<file path="src/rtl/lsu_pkg.sv">
// Shared encodings for the MEM-stage load/store controller: access sizes and FSM states.
package lsu_pkg;

  localparam logic [1:0] SZ_BYTE = 2'b00;
  localparam logic [1:0] SZ_HALF = 2'b01;
  localparam logic [1:0] SZ_WORD = 2'b10;

  typedef enum logic [1:0] {
    ST_IDLE  = 2'b00,
    ST_ISSUE = 2'b01,
    ST_DONE  = 2'b10
  } state_e;

endpackage

</file>
<file path="src/rtl/lsu_align.sv">
// Byte-lane steering for the LSU: store replication and enables, load lane extract and
// extension, and misalignment detection. Purely combinational.
module lsu_align
  import lsu_pkg::*;
(
  input  logic [1:0]  size,
  input  logic [1:0]  addr_lo,
  input  logic        zext,
  input  logic [31:0] wdata,
  input  logic [31:0] rdata,
  output logic [3:0]  be,
  output logic [31:0] wdata_lane,
  output logic [31:0] rdata_ext,
  output logic        misaligned
);

  logic [31:0] shifted_s;

  // Store side: byte enables and lane-replicated write data
  always_comb begin
    be         = 4'b0000;
    wdata_lane = 32'h0000_0000;
    case (size)
      SZ_BYTE: begin
        be         = 4'b0001 << addr_lo;
        wdata_lane = {4{wdata[7:0]}};
      end
      SZ_HALF: begin
        be         = addr_lo[1] ? 4'b1100 : 4'b0011;
        wdata_lane = {2{wdata[15:0]}};
      end
      SZ_WORD: begin
        be         = 4'b1111;
        wdata_lane = wdata;
      end
      default: begin
        be         = 4'b0000;
        wdata_lane = 32'h0000_0000;
      end
    endcase
  end

  // Load side: bring the addressed lane down to bit 0, then extend
  always_comb begin
    shifted_s = rdata >> {addr_lo, 3'b000};
    rdata_ext = 32'h0000_0000;
    case (size)
      SZ_BYTE: rdata_ext = zext ? {24'h00_0000, shifted_s[7:0]}
                                : {{24{shifted_s[7]}}, shifted_s[7:0]};
      SZ_HALF: rdata_ext = zext ? {16'h0000, shifted_s[15:0]}
                                : {{16{shifted_s[15]}}, shifted_s[15:0]};
      SZ_WORD: rdata_ext = rdata;
      default: rdata_ext = 32'h0000_0000;
    endcase
  end

  // Size 11 is reserved and always rejected
  always_comb begin
    misaligned = 1'b1;
    case (size)
      SZ_BYTE: misaligned = 1'b0;
      SZ_HALF: misaligned = addr_lo[0];
      SZ_WORD: misaligned = |addr_lo;
      default: misaligned = 1'b1;
    endcase
  end

endmodule

</file>
<file path="src/rtl/lsu_mem_ctrl.sv">
// MEM-stage load/store controller driving the data-memory interface.
// Optional ISSUE timeout abort is enabled by defining LSU_TIMEOUT_EN.
module lsu_mem_ctrl #(
  parameter int ADDR_W         = 32,
  parameter int TIMEOUT_CYCLES = 16
) (
  input  logic              clk_i,
  input  logic              rst_n_i,
  input  logic              req_valid_i,
  input  logic              req_we_i,
  input  logic [1:0]        req_size_i,
  input  logic              req_unsigned_i,
  input  logic [ADDR_W-1:0] req_addr_i,
  input  logic [31:0]       req_wdata_i,
  output logic              stall_o,
  output logic              resp_valid_o,
  output logic [31:0]       resp_rdata_o,
  output logic              err_o,
  output logic [ADDR_W-1:0] mem_addr_o,
  output logic [31:0]       mem_wdata_o,
  output logic [3:0]        mem_be_o,
  output logic              mem_read_o,
  output logic              mem_write_o,
  input  logic              mem_ready_i,
  input  logic [31:0]       mem_rdata_i
);
  import lsu_pkg::*;

  if (TIMEOUT_CYCLES < 1) begin : g_bad_timeout
    $error("lsu_mem_ctrl: TIMEOUT_CYCLES must be >= 1");
  end

  state_e            state_r, state_nxt_s;
  logic              we_r, zext_r, err_r;
  logic [1:0]        size_r;
  logic [ADDR_W-1:0] addr_r;
  logic [31:0]       wdata_r, resp_rdata_r;
  logic              timeout_s, idle_s;
  logic [1:0]        al_size_s, al_addr_s;
  logic              al_zext_s, misaligned_s;
  logic [31:0]       al_wdata_s, lane_wdata_s, rdata_ext_s;
  logic [3:0]        be_s;

  // In IDLE the aligner judges the incoming request; afterwards it works on the held copy
  assign idle_s     = (state_r == ST_IDLE);
  assign al_size_s  = idle_s ? req_size_i      : size_r;
  assign al_addr_s  = idle_s ? req_addr_i[1:0] : addr_r[1:0];
  assign al_zext_s  = idle_s ? req_unsigned_i  : zext_r;
  assign al_wdata_s = idle_s ? req_wdata_i     : wdata_r;

  lsu_align u_align (
    .size       (al_size_s),
    .addr_lo    (al_addr_s),
    .zext       (al_zext_s),
    .wdata      (al_wdata_s),
    .rdata      (mem_rdata_i),
    .be         (be_s),
    .wdata_lane (lane_wdata_s),
    .rdata_ext  (rdata_ext_s),
    .misaligned (misaligned_s)
  );

`ifdef LSU_TIMEOUT_EN
  localparam int CNT_W = $clog2(TIMEOUT_CYCLES) + 1;
  logic [CNT_W-1:0] wait_cnt_r;

  // Counts ISSUE cycles without ready; parked at zero outside ISSUE
  always_ff @(posedge clk_i or negedge rst_n_i) begin
    if (!rst_n_i) begin
      wait_cnt_r <= '0;
    end else if (state_r != ST_ISSUE) begin
      wait_cnt_r <= '0;
    end else if (!mem_ready_i) begin
      wait_cnt_r <= wait_cnt_r + CNT_W'(1'b1);
    end
  end

  // A ready on the last allowed cycle takes priority over the abort
  assign timeout_s = (state_r == ST_ISSUE) && !mem_ready_i &&
                     (wait_cnt_r == CNT_W'(TIMEOUT_CYCLES - 1));
`else
  assign timeout_s = 1'b0;
`endif

  // State register
  always_ff @(posedge clk_i or negedge rst_n_i) begin
    if (!rst_n_i) begin
      state_r <= ST_IDLE;
    end else begin
      state_r <= state_nxt_s;
    end
  end

  // Next-state logic; rejected requests skip ISSUE so no strobe is ever raised
  always_comb begin
    state_nxt_s = state_r;
    case (state_r)
      ST_IDLE: begin
        if (req_valid_i) begin
          state_nxt_s = misaligned_s ? ST_DONE : ST_ISSUE;
        end else begin
          state_nxt_s = ST_IDLE;
        end
      end
      ST_ISSUE: begin
        if (mem_ready_i || timeout_s) begin
          state_nxt_s = ST_DONE;
        end else begin
          state_nxt_s = ST_ISSUE;
        end
      end
      ST_DONE: state_nxt_s = ST_IDLE;
      default: state_nxt_s = ST_IDLE;
    endcase
  end

  // Request capture and response data/error registers
  always_ff @(posedge clk_i or negedge rst_n_i) begin
    if (!rst_n_i) begin
      we_r         <= 1'b0;
      zext_r       <= 1'b0;
      size_r       <= 2'b00;
      addr_r       <= '0;
      wdata_r      <= 32'h0000_0000;
      err_r        <= 1'b0;
      resp_rdata_r <= 32'h0000_0000;
    end else if (idle_s && req_valid_i) begin
      we_r         <= req_we_i;
      zext_r       <= req_unsigned_i;
      size_r       <= req_size_i;
      addr_r       <= req_addr_i;
      wdata_r      <= req_wdata_i;
      err_r        <= misaligned_s;
      resp_rdata_r <= 32'h0000_0000;
    end else if (state_r == ST_ISSUE && mem_ready_i) begin
      err_r        <= 1'b0;
      resp_rdata_r <= we_r ? 32'h0000_0000 : rdata_ext_s;
    end else if (timeout_s) begin
      err_r        <= 1'b1;
      resp_rdata_r <= 32'h0000_0000;
    end
  end

  // Output decode; memory-side fields are only driven while the access is live
  always_comb begin
    stall_o      = 1'b0;
    resp_valid_o = 1'b0;
    err_o        = 1'b0;
    resp_rdata_o = 32'h0000_0000;
    mem_addr_o   = '0;
    mem_wdata_o  = 32'h0000_0000;
    mem_be_o     = 4'b0000;
    mem_read_o   = 1'b0;
    mem_write_o  = 1'b0;
    case (state_r)
      ST_IDLE: stall_o = req_valid_i & rst_n_i;
      ST_ISSUE: begin
        stall_o     = 1'b1;
        mem_read_o  = ~we_r;
        mem_write_o = we_r;
        mem_addr_o  = {addr_r[ADDR_W-1:2], 2'b00};
        mem_wdata_o = lane_wdata_s;
        mem_be_o    = be_s;
      end
      ST_DONE: begin
        resp_valid_o = 1'b1;
        err_o        = err_r;
        resp_rdata_o = resp_rdata_r;
      end
      default: stall_o = 1'b0;
    endcase
  end

endmodule

</file>
<file path="config.mk">
export PLATFORM = sky130hd
export DESIGN_NAME = lsu_mem_ctrl
export DESIGN_NICKNAME = d
export VERILOG_FILES = /design/src/rtl/lsu_pkg.sv /design/src/rtl/lsu_align.sv /design/src/rtl/lsu_mem_ctrl.sv
export SDC_FILE = /design/constraint.sdc
export NUM_CORES = 1
export LEC_CHECK = 0
export CORE_AREA = 2 2 124 126
export DETAILED_ROUTE_END_ITERATION = 16
export DIE_AREA = 0 0 126 128
export PLACE_DENSITY = 0.75
export RECOVER_POWER = 100
export SLEW_MARGIN = 20
export SYNTH_ARGS = -nofsm -noshare
export SYNTH_HDL_FRONTEND = slang
export SYNTH_SLANG_ARGS = --single-unit
</file>
<file path="constraint.sdc">
create_clock -name clk_i -period 2.1 [get_ports clk_i]
set_input_delay 0.42 -clock clk_i [delete_from_list [all_inputs] [get_ports clk_i]]
set_output_delay 0.42 -clock clk_i [all_outputs]
set_load 0.005 [all_outputs]
</file>
---- After elaboration in Yosys (flattened, before gate mapping) ----
Cells that the tools add are included.
word-level totals
  register bits ........................... 103
cells by class
  bitwise operators ....................... 2
  reduce and logical (&&, ||, !) cells .... 6
  muxes and demuxes ....................... 29
  eq/ne operators ......................... 4
  shift-type cells ........................ 2
operator list
  cell                                                                    number
  32-bit 2-to-1 mux                                                       9
  32-bit one-hot mux with 3 select lines                                  2
  32-bit by 5-bit right shift with 16-bit output                          1
  4-bit one-hot mux with 3 select lines                                   1
  2-bit 2-to-1 mux                                                        5
  4-bit 2-to-1 mux                                                        2
  1-bit 2-to-1 mux                                                        7
  2-bit by 1-bit equality test with 1-bit output (second input constant)  2
  2-bit equality test (second input constant)                             2
  2-bit logical NOT                                                       2
  2-bit one-hot mux with 2 select lines                                   1
  1-bit by 2-bit << shifter with 4-bit output (first input constant)      1
  1-bit one-hot mux with 3 select lines                                   1
  1-bit logical AND                                                       2
  1-bit one-hot mux with 2 select lines                                   1
  2-bit nonzero test                                                      1
  2-bit OR reduction                                                      1
  1-bit bitwise AND                                                       1
  1-bit NOT                                                               1

---- Longest topological paths before layout ----
Gate-level depths: netlist (run 1).
  depth after elaboration ................. 8
  depth in mapped cells ................... 9
  mapped depth without buffers ............ 5

---- Hierarchy ----
From an unflattened synthesis (run 1), not the netlist that was laid out.
unflattened totals
  cell total of the unflattened synthesis .. 576
  area total of the unflattened synthesis .. 6108.4 um2
by module, submodules not included
  module        area each (um2)  cells each  times used  sequential area each (um2)
  lsu_mem_ctrl  4933.5           387         1           2577.5
  lsu_align     1174.9           189         1           0.0

---- Worst setup path after synthesis (run 1) ----
Ideal clock, no wire load.
  kind .................................... flip-flop to output port
  start point ............................. register state_r[0]
  end point ............................... output port mem_wdata_o[10]
  setup slack ............................. -48 ps
  buffers on the path ..................... 2
  cell stages (with the launch flop) ...... 7
  arrival ................................. 1728 ps
  cells stage by stage .................... dfrtp_1 -> buf_6 -> nor2_1 -> mux2i_1 -> clkbuf_1 -> o21ai_0 -> a21oi_1
on the way
  longest elaborated chain between the ends .. 5
  elaborated cells between the ends (all ways) .. 9
ends and longest elaborated chain
  element                                      RTL line             source
  start, declared                              lsu_mem_ctrl.sv:33   state_e state_r, state_nxt_s;
  start signal, assigned                       lsu_mem_ctrl.sv:90   state_r <= state_nxt_s;
  2-bit logical NOT                            lsu_mem_ctrl.sv:45   assign idle_s = (state_r == ST_IDLE);
  2-bit 2-to-1 mux                             lsu_mem_ctrl.sv:46   assign al_size_s = idle_s ? req_size_i : size_r;
  2-bit equality test (tied with other cells)  lsu_align.sv:23      case (size)
  32-bit one-hot mux with 3 select lines       lsu_align.sv:23
  32-bit 2-to-1 mux *                          lsu_mem_ctrl.sv:155  case (state_r)
  end, declared                                lsu_mem_ctrl.sv:20   output logic [31:0] mem_wdata_o,
Mark *: on every way between the ends. The rest lies on a longest branch, timed or not.

---- Worst setup path after layout (run 1) ----
  start point ............................. register state_r[0]
  end point ............................... output port mem_addr_o[30]
on the way
  longest elaborated chain between the ends .. 2
ends and longest elaborated chain
  element                                         RTL line             source
  2-bit by 1-bit equality test with 1-bit output  lsu_mem_ctrl.sv:155
  32-bit 2-to-1 mux                               lsu_mem_ctrl.sv:155
  end, declared                                   lsu_mem_ctrl.sv:19   output logic [ADDR_W-1:0] mem_addr_o,
No other way between the ends.

==> impl_metrics.py, run 1 <==
metrics = {
    "status": {
        "status": "complete, but fails checks",
        "violations": "negative setup slack",
    },
    "clock_network": {
        "clkLatencyLatePin_ns": 0.37,
        "cts_max_level": 3,
        "path_clk_slew_ns": 0.07,
        "clock_sinks": 103,
        "cts_buffers": 9,
        "root_buffer": "clkbuf_16",
        "ctsLongestPathBuffers": 2,
        "cts_tree": "yes",
    },
    "synth": {
        "synth_top_family_by_area": "simple AND/OR/NAND/NOR gates",
        "synth_common_cells": "nand2_1 (266), dfrtp_1 (103), and2_1 (73), a21oi_1 (40), nor2_1 (33)",
        "yosysMostFrequentCell": "nand2_1",
        "synthCells": 737,
        "async_flop_share": 1.000,
        "yosys_register_bits": 103,
        "yosysTopAreaCellShare": 0.4355,
        "synth_area_leaders": "dfrtp_1 (44%), nand2_1 (17%), and2_1 (7.7%)",
        "ys_types": 52,
        "syn_area_per_cell_um2": 8.030,
        "syn-cell-area_mm2": 0.005918,
        "synth_mux_area_frac": 0.04524,
        "ys.flop_type": "dfrtp_1",
        "synth-edff-count": 0,
        "synth-simple-area-share": 0.3249,
        "synth_fa_ha_area_frac": 0,
        "synth_compound_area_frac": 0.1507,
        "yosysTopAreaCell": "dfrtp_1",
        "yosysSeqAreaShare": 0.4355,
        "ys.warnings.count": 0,
        "synthXorXnorAreaFrac": 0,
    },
    "floorplanning": {
        "rows": 45,
        "die_h_um": 128,
        "die_x_um": 126,
        "coreArea_mm2": 0.01486,
        "dieArea_mm2": 0.01613,
        "initial_utilization": 0.3981,
        "ios": 209,
    },
    "critical_path": {
        "crit_buf_inv": 4,
        "required_ns": 1.68,
        "reg2reg_depth": 9,
        "worstSetupEndpointType": "primary output",
        "reg2reg_from": "state_r[1]",
        "cp_slowest_cell": "clkdlybuf4s50_1",
        "path_delay_family": "buffers and inverters",
        "path_max_fanout": 17,
        "cp.depth": 6,
        "crit_top_cell": "buf_6",
        "r2r-end": "resp_rdata_r[28]",
        "path_cells": "buf_6, buf_6, nor2b_4, buf_12, and2_1, clkdlybuf4s50_1",
        "crit_type": "reg2out",
        "slowest_delay_ns": 0.52,
        "crit_path_start_kind": "register",
        "worst-r2r-setup-slack_ns": -0.16,
        "worstPathArrival_ns": 2.26,
    },
    "hold_path": {
        "hp-class": "reg2reg",
        "min-delay-start": "addr_r[2]",
        "hold_end": "addr_r[2]",
        "hold_path_depth": 2,
    },
    "routing": {
        "drtAntennaViolNets": 0,
        "via_per_inst": 5.596,
        "vias": 6833,
        "wl_per_cell_um": 19.73,
        "drc": 0,
        "first_iter_violations": 620,
        "drt-pass1-iter-count": 8,
        "wl_mm": 24.09,
    },
    "global_route": {
        "grt_max_degree": 104,
        "grt_pass1_vias": 6547,
        "overflow": 0,
        "antenna_found_initial": 2,
        "track_usage": 0.2771,
        "grt_pass1_wl_mm": 34.98,
    },
    "cells_and_area": {
        "drive_above_1_share": 0.2946,
        "syn_to_final_growth_pct": 67.70,
        "final_util": 0.6677,
        "nNetsFinal": 1131,
    },
    "placed_design": {
        "dp_hpwl_mm": 14.33,
        "gp_congestion": 0.8863,
        "port_buffers": 206,
    },
    "sta": {
        "setup_viol": 199,
        "holdWs_ns": 0.4677,
        "finalCriticalPeriod_ns": 2.685,
        "fin_crit_sh": 1.278,
        "fmaxAchievable_mhz": 372.5,
        "worstMarginPinSlew_ns": 1.462,
        "final.setup.worst_slack_ns": -0.5848,
        "finalHoldViolCount": 0,
        "rsz0062_at_grt": "yes",
        "fin_skew_ns": 0.008931,
        "slew_violations": 0,
        "slew_headroom": 0.02539,
        "fin_tns_setup_ns": -47.16,
    },
    "power": {
        "power.density_mw_per_mm2": 1329,
        "irDropWorstVdd_v": 0.0006583,
        "static-leakage-power_uw": 0.004830,
    },
    "job": {
        "cap_violations": 0,
    },
}
-- how the worst max path moves through the flow --
stage | from | end | slack, ns
after floorplan | state_r[0] | mem_wdata_o[10] | -0.03
after global placement | req_size_i[1] | mem_wdata_o[13] | -0.88
after detailed placement | req_size_i[1] | mem_wdata_o[13] | -0.92
after CTS | state_r[0] | mem_wdata_o[13] | -0.50
after global routing | state_r[0] | mem_addr_o[24] | -0.66
final | state_r[0] | mem_addr_o[30] | -0.58
-- routing by layer --
| metal | share of wire | global-route usage | routed length [µm] | vias to the layer above |
|---|---|---|---|---|
| li1 | - | - | - | 3072 |
| met1 | 0.38 | 0.3322 | 9102 | 3243 |
| met2 | 0.49 | 0.4690 | 11730 | 422 |
| met3 | 0.094 | 0.07262 | 2270 | 94 |
| met4 | 0.040 | 0.1261 | 973 | 2 |
| met5 | 0.00054 | 0 | 13 | - |
-- tightest hold or removal path, stage by stage (launching register included) --
cell,delay [ns]
dfrtp_1,0.34
nand2_1,0.05
nand2_1,0.05
-- layout make-up --
| type | instances | area (µm²) |
|---|---|---|
| well taps | 188 | 235.2 |
| inverters | 2 | 7.507 |
| fillers | 1201 | 4940 |
| flip-flops and latches | 103 | 2579 |
| clock buffers | 9 | 225.2 |
| multi-input cells | 584 | 3640 |
| repair buffers | 327 | 3133 |
| diodes | 1 | 2.502 |
| clock inverters | 7 | 102.6 |
-- layout by cell type (no fill, tap or decap), types with 15 or more instances in the layout --
cell,instances
nand2_1,255
clkdlybuf4s50_1,133
dfrtp_1,102
and2_1,60
buf_4,55
buf_6,52
buf_2,32
nor2_1,28
clkbuf_2,22
a21oi_2,21
nand3_1,19
mux2i_1,16
a21oi_1,15
-- where the power goes --
part           total [µW]  switching (µW)  internal, µW
combinational        7900            4050          3850
clock                1900             834          1060
sequential           3400             590          2810
total               13200            5470          7720
-- flip-flops by register name, summed over array words and instances, names as in the netlist --
name	cells
addr_r	32
resp_rdata_r	32
wdata_r	32
size_r	2
state_r	2
err_r	1
we_r	1
zext_r	1
-- what timing repair did --
item	in CTS	in global routing
setup buffers	28	17
endpoints found under the setup margin	134	138
pin swaps	52	38
hold buffers	0	0
gates cloned	6	5
resized for setup	272	144
-- per-stage QoR --
stage | area [µm²] | setup WS [ns] | power, µW | std cells
floorplan | 5928 | -0.02879 | 6317 | 738
global placement | 8631 | -0.8755 | 8876 | 1154
detailed placement | 8631 | -0.9209 | 8985 | 1154
CTS | 9560 | -0.5035 | 12160 | 1204
global route | 9925 | -0.6566 | 13890 | 1221
finish | 9925 | -0.5848 | 13190 | 1221
-- cell families after synthesis --
family	Yosys count
AOI/OAI and AO/OA	128
buffers and inverters	53
DFF	103
muxes	26
other	1
and+or+nand+nor	426
Power figures use the tool's default switching activity.
==> inputs of run 2 (changes only) <==
CAP_MARGIN = 20   (was default)
==> results of run 2 <==
No change in the layout: final DEF, timing and power equal those of run 1.
